--- config.mk ---
export PLATFORM = sky130hd
export DESIGN_NAME = alu_operand_stage
export DESIGN_NICKNAME = d
export VERILOG_FILES = /design/src/rtl/alu_operand_stage.sv
export SDC_FILE = /design/constraint.sdc
export NUM_CORES = 2
export LEC_CHECK = 0
export BUFFER_PORTS_ARGS = -buffer_cell sky130_fd_sc_hd__buf_2
export CORE_UTILIZATION = 25
export CTS_CLUSTER_DIAMETER = 80
export DETAILED_ROUTE_END_ITERATION = 8
export PLACE_DENSITY = 0.46
export SYNTH_ARGS = -nofsm -noshare
export SYNTH_HDL_FRONTEND = slang
export SYNTH_SLANG_ARGS = --single-unit
--- constraint.sdc ---
create_clock -name clk -period 3.53 [get_ports clk]
set_input_delay 0.353 -clock clk [delete_from_list [all_inputs] [get_ports clk]]
set_output_delay 0.353 -clock clk [all_outputs]
set_load 0.02 [all_outputs]
--- src/rtl/alu_operand_stage.sv ---
// rtl/alu_operand_stage.sv - R-type decode/issue stage with register file, scoreboard and writeback bypass
module alu_operand_stage #(
  parameter int          DATA_W     = 32,
  parameter logic [5:0]  NOOP_FUNCT = 6'h2C
) (
  input  logic              clk,
  input  logic              rst_n,
  input  logic              in_valid,
  output logic              in_ready,
  input  logic [31:0]       in_instr,
  output logic              out_valid,
  input  logic              out_ready,
  output logic [DATA_W-1:0] out_a,
  output logic [DATA_W-1:0] out_b,
  output logic              out_cin,
  output logic [5:0]        out_funct,
  output logic [4:0]        out_rd,
  output logic              out_wb,
  input  logic              wb_en,
  input  logic [4:0]        wb_addr,
  input  logic [DATA_W-1:0] wb_data,
  output logic              illegal
);

  logic [DATA_W-1:0] regs [32];
  logic [31:0]       pending;
  logic [31:0]       pending_nxt;

  logic [5:0] opcode, funct;
  logic [4:0] rs, rt, rd;
  logic       legal, hazard, issue, issue_wb, accept;
  logic [DATA_W-1:0] rd_a, rd_b;
  logic       unused_shamt;

  assign opcode = in_instr[31:26];
  assign rs     = in_instr[25:21];
  assign rt     = in_instr[20:16];
  assign rd     = in_instr[15:11];
  assign funct  = in_instr[5:0];
  assign unused_shamt = ^in_instr[10:6];

  always_comb begin
    legal = 1'b0;
    if (opcode == 6'd0) begin
      case (funct)
        6'h20, 6'h22, 6'h24, 6'h25, 6'h26, 6'h27, 6'h2A, 6'h2C: legal = 1'b1;
        default: legal = 1'b0;
      endcase
    end
  end

  // A register whose writeback lands this cycle is no longer a hazard
  function automatic logic busy(input logic [4:0] r);
    return (r != 5'd0) && pending[r] && !(wb_en && (wb_addr == r));
  endfunction

  function automatic logic [DATA_W-1:0] read_reg(input logic [4:0] r);
    if (r == 5'd0)
      return '0;
    else if (wb_en && (wb_addr == r))
      return wb_data;
    else
      return regs[r];
  endfunction

  assign hazard   = legal && (busy(rs) || busy(rt) || busy(rd));
  assign in_ready = (!out_valid || out_ready) && !hazard;
  assign accept   = in_valid && in_ready;
  assign issue    = accept && legal;
  assign issue_wb = (rd != 5'd0) && (funct != NOOP_FUNCT);
  assign rd_a     = read_reg(rs);
  assign rd_b     = read_reg(rt);
  assign out_cin  = 1'b0;

  always_ff @(posedge clk or negedge rst_n) begin
    if (!rst_n) begin
      for (int i = 0; i < 32; i++) regs[i] <= '0;
    end else if (wb_en && (wb_addr != 5'd0)) begin
      regs[wb_addr] <= wb_data;
    end
  end

  // Set after clear so a same-cycle issue to a register being written back wins
  always_comb begin
    pending_nxt = pending;
    if (wb_en) pending_nxt[wb_addr] = 1'b0;
    if (issue && issue_wb) pending_nxt[rd] = 1'b1;
    pending_nxt[0] = 1'b0;
  end

  always_ff @(posedge clk or negedge rst_n) begin
    if (!rst_n) begin
      pending <= '0;
      illegal <= 1'b0;
    end else begin
      pending <= pending_nxt;
      if (accept && !legal) illegal <= 1'b1;
    end
  end

  always_ff @(posedge clk or negedge rst_n) begin
    if (!rst_n) begin
      out_valid <= 1'b0;
      out_a     <= '0;
      out_b     <= '0;
      out_funct <= '0;
      out_rd    <= '0;
      out_wb    <= 1'b0;
    end else if (issue) begin
      out_valid <= 1'b1;
      out_a     <= rd_a;
      out_b     <= rd_b;
      out_funct <= funct;
      out_rd    <= rd;
      out_wb    <= issue_wb;
    end else if (out_ready) begin
      out_valid <= 1'b0;
    end
  end

endmodule
; ---- Word level (Yosys, flattened, before mapping)
; Index checks and enable logic that the tools add are counted.
[totals]
reg_bits = 1133
input_bits = 74
[classes]
n_reduce_logical = 38
n_eq_ne = 12
bitwise_logic = 6
magnitude_cmp = 10
n_mux = 29
[ops]
columns = operator, n
row1 = $bwmux W1024, 1
row2 = $mux W32, 11
row3 = $bmux W32 S5, 2
row4 = $demux W32 S5, 1
row5 = $eq A6 B6 Y1 const B, 8
row6 = $and A32 B32 Y32, 1
row7 = $not A32 Y32, 1
row8 = $or A32 B32 Y32, 1
row9 = $lt A5 B6 Y1 const B, 4
row10 = $logic_and A1 B1 Y1, 20
row11 = $reduce_bool A5 Y1, 4
row12 = $ge A6 B6 Y1 const B, 3
row13 = $not A5 Y6, 3
row14 = $bmux W1 S5, 3
row15 = $eq A5 B5 Y1, 3
row16 = $demux W1 S5, 2
row17 = $ge A5 B1 Y1 const B, 2
row18 = $logic_not A5 Y1, 2
row19 = $mux W1, 9
row20 = $reduce_or A8 Y1, 1
row21 = $logic_not A1 Y1, 6
row22 = $logic_not A6 Y1, 1
row23 = $lt A6 B1 Y1 const B, 1
row24 = $ne A6 B6 Y1 const B, 1
row25 = 2 further kinds, 4

; ---- Depth between registers and ports, before layout
[depth]
ltp_word = 13
mapped_depth = 12
depth_no_buf = 6

; ---- Worst setup path after synthesis
; Ideal clock, no wire load.
[synth_path]
kind = input-to-reg
startpoint = input port in_instr[16]
endpoint = register out_b[15]
n_path_buf = 2
stages = 8
t_arrival_ns = 2.610
setup_ns = 0.125
setup_slack_ns = 0.794
required_ns = 3.405
path_cell_list = buf_4 buf_1 mux4_2 mux4_2 nand2_1 o31ai_1 a22o_1 mux2_4
[synth_between]
elab_chain_len = 11
word_cells_on_any_way = 22
classes_between = eq/ne: 1 / mux: 7 / bitwise: 1 / reduce/logical: 13
[synth_rtl]
columns = element, line
row1 = "start, declared", 10  ; input logic [31:0] in_instr,
row2 = $bmux W1 S5 / $eq A5 B5 Y1 (equally long branches), "54, 60"
row3 = $mux W1 (implied by the code) / $logic_and A1 B1 Y1 (equally long branches), "54, 60"
row4 = $logic_and A1 B1 Y1 / $logic_not A1 Y1 (equally long branches), 54  ; return (r != 5'd0) && pending[r] && !(wb_en && (wb_addr == r));
row5 = $logic_and A1 B1 Y1, 54
row6 = $logic_or A1 B1 Y1 (2 in a row), 66  ; assign hazard = legal && (busy(rs) || busy(rt) || busy(rd));
row7 = $logic_and A1 B1 Y1, 66
row8 = $logic_not A1 Y1, 67  ; assign in_ready = (!out_valid || out_ready) && !hazard;
row9 = $logic_and A1 B1 Y1, 67
row10 = $logic_and A1 B1 Y1, 68  ; assign accept = in_valid && in_ready;
row11 = $logic_and A1 B1 Y1, 69  ; assign issue = accept && legal;
row12 = "end signal, assigned", 112  ; out_b <= rd_b;
row13 = "end, declared", 14  ; output logic [DATA_W-1:0] out_b,
; Several ways; a longest one is shown, not always the timed one. The select of a mux whose other input is x is not followed.
; A chain may end at the register's enable or synchronous reset.

; ---- Worst setup path after layout
[layout_path]
startpoint = register pending[18]
endpoint = output port in_ready
[layout_between]
elab_chain_len = 9
word_cells_on_any_way = 17
classes_between = mux: 6 / reduce/logical: 11
[layout_rtl]
columns = element, line
row1 = "start, declared", 26  ; logic [31:0] pending;
row2 = "start signal, assigned", 96  ; pending <= pending_nxt;
row3 = $bmux W1 S5, 54
row4 = $mux W1 (implied by the code), 54
row5 = $logic_and A1 B1 Y1 (2 in a row), 54
row6 = $logic_or A1 B1 Y1, 66
row7 = $logic_or A1 B1 Y1 *, 66
row8 = $logic_and A1 B1 Y1 *, 66
row9 = $logic_not A1 Y1 *, 67
row10 = $logic_and A1 B1 Y1 *, 67
row11 = "end, declared", 9  ; output logic in_ready,
; Every way passes the cells marked *; elsewhere a longest branch is shown, timed or not. The select of a mux whose other input is x is not followed.

==> impl_metrics.json <==
{
  "portBuffers": 147,
  "p_int_uw": 28700,
  "multi_input_area_um2": 30600,
  "setup_tns_ps": 0,
  "p_switching_uw": 10800,
  "nets": 4347,
  "io_pins": 154,
  "critPathKind": "reg -> out",
  "drt_iter0_markers": 2959,
  "start_util_pct": 25.2,
  "route.detailed.drc": 0,
  "finalPower_uw": 39400,
  "tritoncts": "done",
  "grt_overflow": 0,
  "first_pass_iters": 5,
  "fin_ws_ps": 158,
  "synthDistinctLibCells": 63,
  "rsz0062_at_grt": "false",
  "wl_um": 224000,
  "via_per_inst": 5.27,
  "avgSynthCellArea_um2": 14.5,
  "async_flop_share_pct": 100,
  "period_share_pct": 95.5,
  "num_rows": 180,
  "cp-end-kind": "output pin",
  "n_fill_cell": 24100,
  "power_frac_clock_pct": 38.4,
  "antenna_left": 0,
  "syn_inst": 4205,
  "routedWlPerCell_um": 29.6,
  "fp.dieH_um": 495,
  "ys.warnings.count": 0,
  "grt_pass1_vias": 41100,
  "cts-buffers-inserted": 144,
  "worst_pin_slew_ps": 1260,
  "synth-edff-count": 0,
  "synth_area_um2": 60800,
  "max_slew_margin_pct": 15.4,
  "synth_flop_cell": "dfrtp_1",
  "swShare_pct": 27.3,
  "syn_to_final_growth_pct": 17.2,
  "ir_drop_mv": 0.498,
  "hp-class": "in -> reg",
  "grt_max_degree": 112,
  "final_hold_viol_count": 0,
  "drv_slew": 0,
  "min-delay-start": "wb_data[0]",
  "cts_max_level": 4,
  "grt_pass1_wl_um": 321000,
  "reg2reg_slack_ps": 590,
  "die-area_um2": 245000,
  "place_ws_ps": 49.6,
  "clkSinkCount": 1133,
  "clkSlewWorstSetupHoldPaths_ps": 60,
  "comb_power_share_pct": 18.9,
  "post-route-min-period_ps": 3370,
  "coreArea_um2": 241000,
  "critPathMaxFanout": 4,
  "r2r-start": "pending[18]$_DFF_PN0_",
  "worst_ep_arrival_time_ps": 3020,
  "seq_area_frac_synth_pct": 46.6,
  "layout-drive-gt1-share_pct": 50.7,
  "finClkSkew_ps": 32.5,
  "fmax_mhz": 297,
  "fin_util_pct": 29.6,
  "leakage_uw": 0.0304,
  "ff_latch_area_um2": 28400,
  "powerDensity_nw_per_um2": 553,
  "dr_total_vias": 39900,
  "clk_path_buf_depth": 3,
  "syn_nets": 4279,
  "finalSetupViolCount": 0,
  "seqPwrFrac_pct": 42.7,
  "insertion_delay_ps": 810,
  "antenna_found_initial": 22,
  "status": "complete, no violations",
  "start_kind": "flip-flop",
  "critPathRequiredTime_ps": 3180,
  "critPathLaunch": "pending[18]$_DFF_PN0_",
  "root_buffer": "clkbuf_16",
  "synth-seq-cells": 1133,
  "fp.dieW_um": 495,
  "track_usage_pct": 18.3,
  "place_hpwl_um": 137000,
  "drv_cap": 0,
  "routabilityCongestion": 0.780
}
==> state kept, by name, indices dropped and copies added (netlist names) <==
name / flops
out_a: 32
out_b: 32
pending: 31
out_funct: 6
regs: 1024
out_rd: 5
out_wb: 1
out_valid: 1
illegal: 1
==> cell families (layout without fill, tap and decap cells) <==
family | count (synthesis) | in the layout | share of synthesized area [%]
compound gates | 427 | 427 | 5.02
simple gates | 421 | 421 | 3.41
other cells | 1 | 6 | 0.00616
mux | 1730 | 1730 | 41.1
flops | 1133 | 1133 | 46.6
buf+inv | 477 | 652 | 3.65
xor+xnor | 16 | 16 | 0.230
==> worst max-delay path, cell delays in order (launching register included) <==
cell,delay (ps)
dfrtp_1,410
mux4_2,470
a22o_1,260
a221o_1,300
o21a_1,230
nor3_4,230
o21a_1,160
buf_2,160
==> metrics by stage <==
step	cells	hold slack (ps)	instance area, um^2
after floorplan	4205	57.4	60800
after global placement	7301	378	66400
after detailed placement	7301	384	66400
after CTS	7565	92.1	71300
after global routing	7566	133	71300
final	7570	162	71300
==> Yosys cell counts (12+ instances only) <==
cell type	number	area (um^2)
buf_6	13	146
a21oi_1	44	220
o2111ai_1	12	105
dfrtp_1	1133	28400
mux2i_1	169	1690
mux2_2	1019	11500
mux2_4	49	736
a221oi_1	31	272
and2_1	14	87.6
a31oi_1	32	200
nand2_1	150	563
o21ai_0	75	375
nor2b_1	33	206
xor2_1	12	105
nor2_1	35	131
nand3_1	98	490
clkbuf_1	283	1060
nand4_1	20	125
buf_1	56	210
and3_1	24	150
buf_4	40	300
a22o_1	34	298
mux4_2	493	11100
o31ai_1	23	173
a211oi_1	20	150
a22oi_1	83	623
buf_2	70	350
==> layout by cell type, fill, tap and decap left out, drive strengths merged, types with 7 or more instances in the layout <==
| cell | netlist | layout |
|---|---|---|
| a211oi | 20 | 20 |
| a21o | 11 | 11 |
| a21oi | 44 | 44 |
| a221o | 11 | 11 |
| a221oi | 31 | 31 |
| a22o | 34 | 34 |
| a22oi | 83 | 83 |
| a31oi | 33 | 33 |
| and2 | 15 | 15 |
| and3 | 25 | 25 |
| buf | 185 | 378 |
| bufinv | 0 | 8 |
| clkbuf | 283 | 216 |
| clkinv | 1 | 19 |
| dfrtp | 1133 | 1133 |
| dlygate4sd3 | 0 | 11 |
| inv | 8 | 17 |
| mux2 | 1068 | 1068 |
| mux2i | 169 | 169 |
| mux4 | 493 | 493 |
| nand2 | 150 | 150 |
| nand2b | 10 | 10 |
| nand3 | 99 | 99 |
| nand4 | 20 | 20 |
| nor2 | 36 | 36 |
| nor2b | 33 | 33 |
| nor3 | 10 | 10 |
| nor3b | 8 | 8 |
| o2111ai | 12 | 12 |
| o21a | 7 | 7 |
| o21ai | 76 | 76 |
| o31ai | 23 | 23 |
| o41ai | 11 | 11 |
| xor2 | 12 | 12 |
==> power groups by stage <==
stage	sequential, uW	clock (uW)	combinational, uW
5_1_grt	17200	16000	7990
3_5_place_dp	17000	0	7480
4_1_cts	16800	15500	7520
3_3_place_gp	16900	0	7380
6_report	16800	15100	7440
2_1_floorplan	16500	0	5550
==> cell type report <==
type / count / share of cell area, %
Multi-Input combinational cell: 2595 / 42.9
Sequential cell: 1133 / 39.7
Clock buffer: 215 / 6.05
Tap cell: 3185 / 5.59
Timing Repair Buffer: 390 / 4.91
Clock inverter: 38 / 0.705
Inverter: 9 / 0.0474
Antenna cell: 5 / 0.0175
==> final timing paths <==
kind	endpoint	cells past startpoint
min in group asynchronous	regs[770]$_DFFE_PN0P_	2
max in group asynchronous	regs[93]$_DFFE_PN0P_	4
hold reg to reg	regs[1021]$_DFFE_PN0P_	0
setup / recovery	in_ready	7
setup reg to reg	out_b[19]$_DFFE_PN0P_	9
hold / removal	out_b[0]$_DFFE_PN0P_	3
==> layer usage <==
metal / track usage (%) / vias to the layer above / part of all wire [%]
met5: 0 / - / 0.037
met4: 4.83 / 14 / 2.4
met3: 2.94 / 333 / 5.1
met2: 29.0 / 1218 / 47
met1: 25.7 / 22000 / 46
li1: - / 16400 / -
==> what timing repair did <==
item,CTS,global route
hold buffers,11,0
hold endpoints to repair,92,0
setup buffers,1,0
gates resized for setup,6,0
endpoints found under the setup margin,1,0
(Power assumes the default switching activity.)
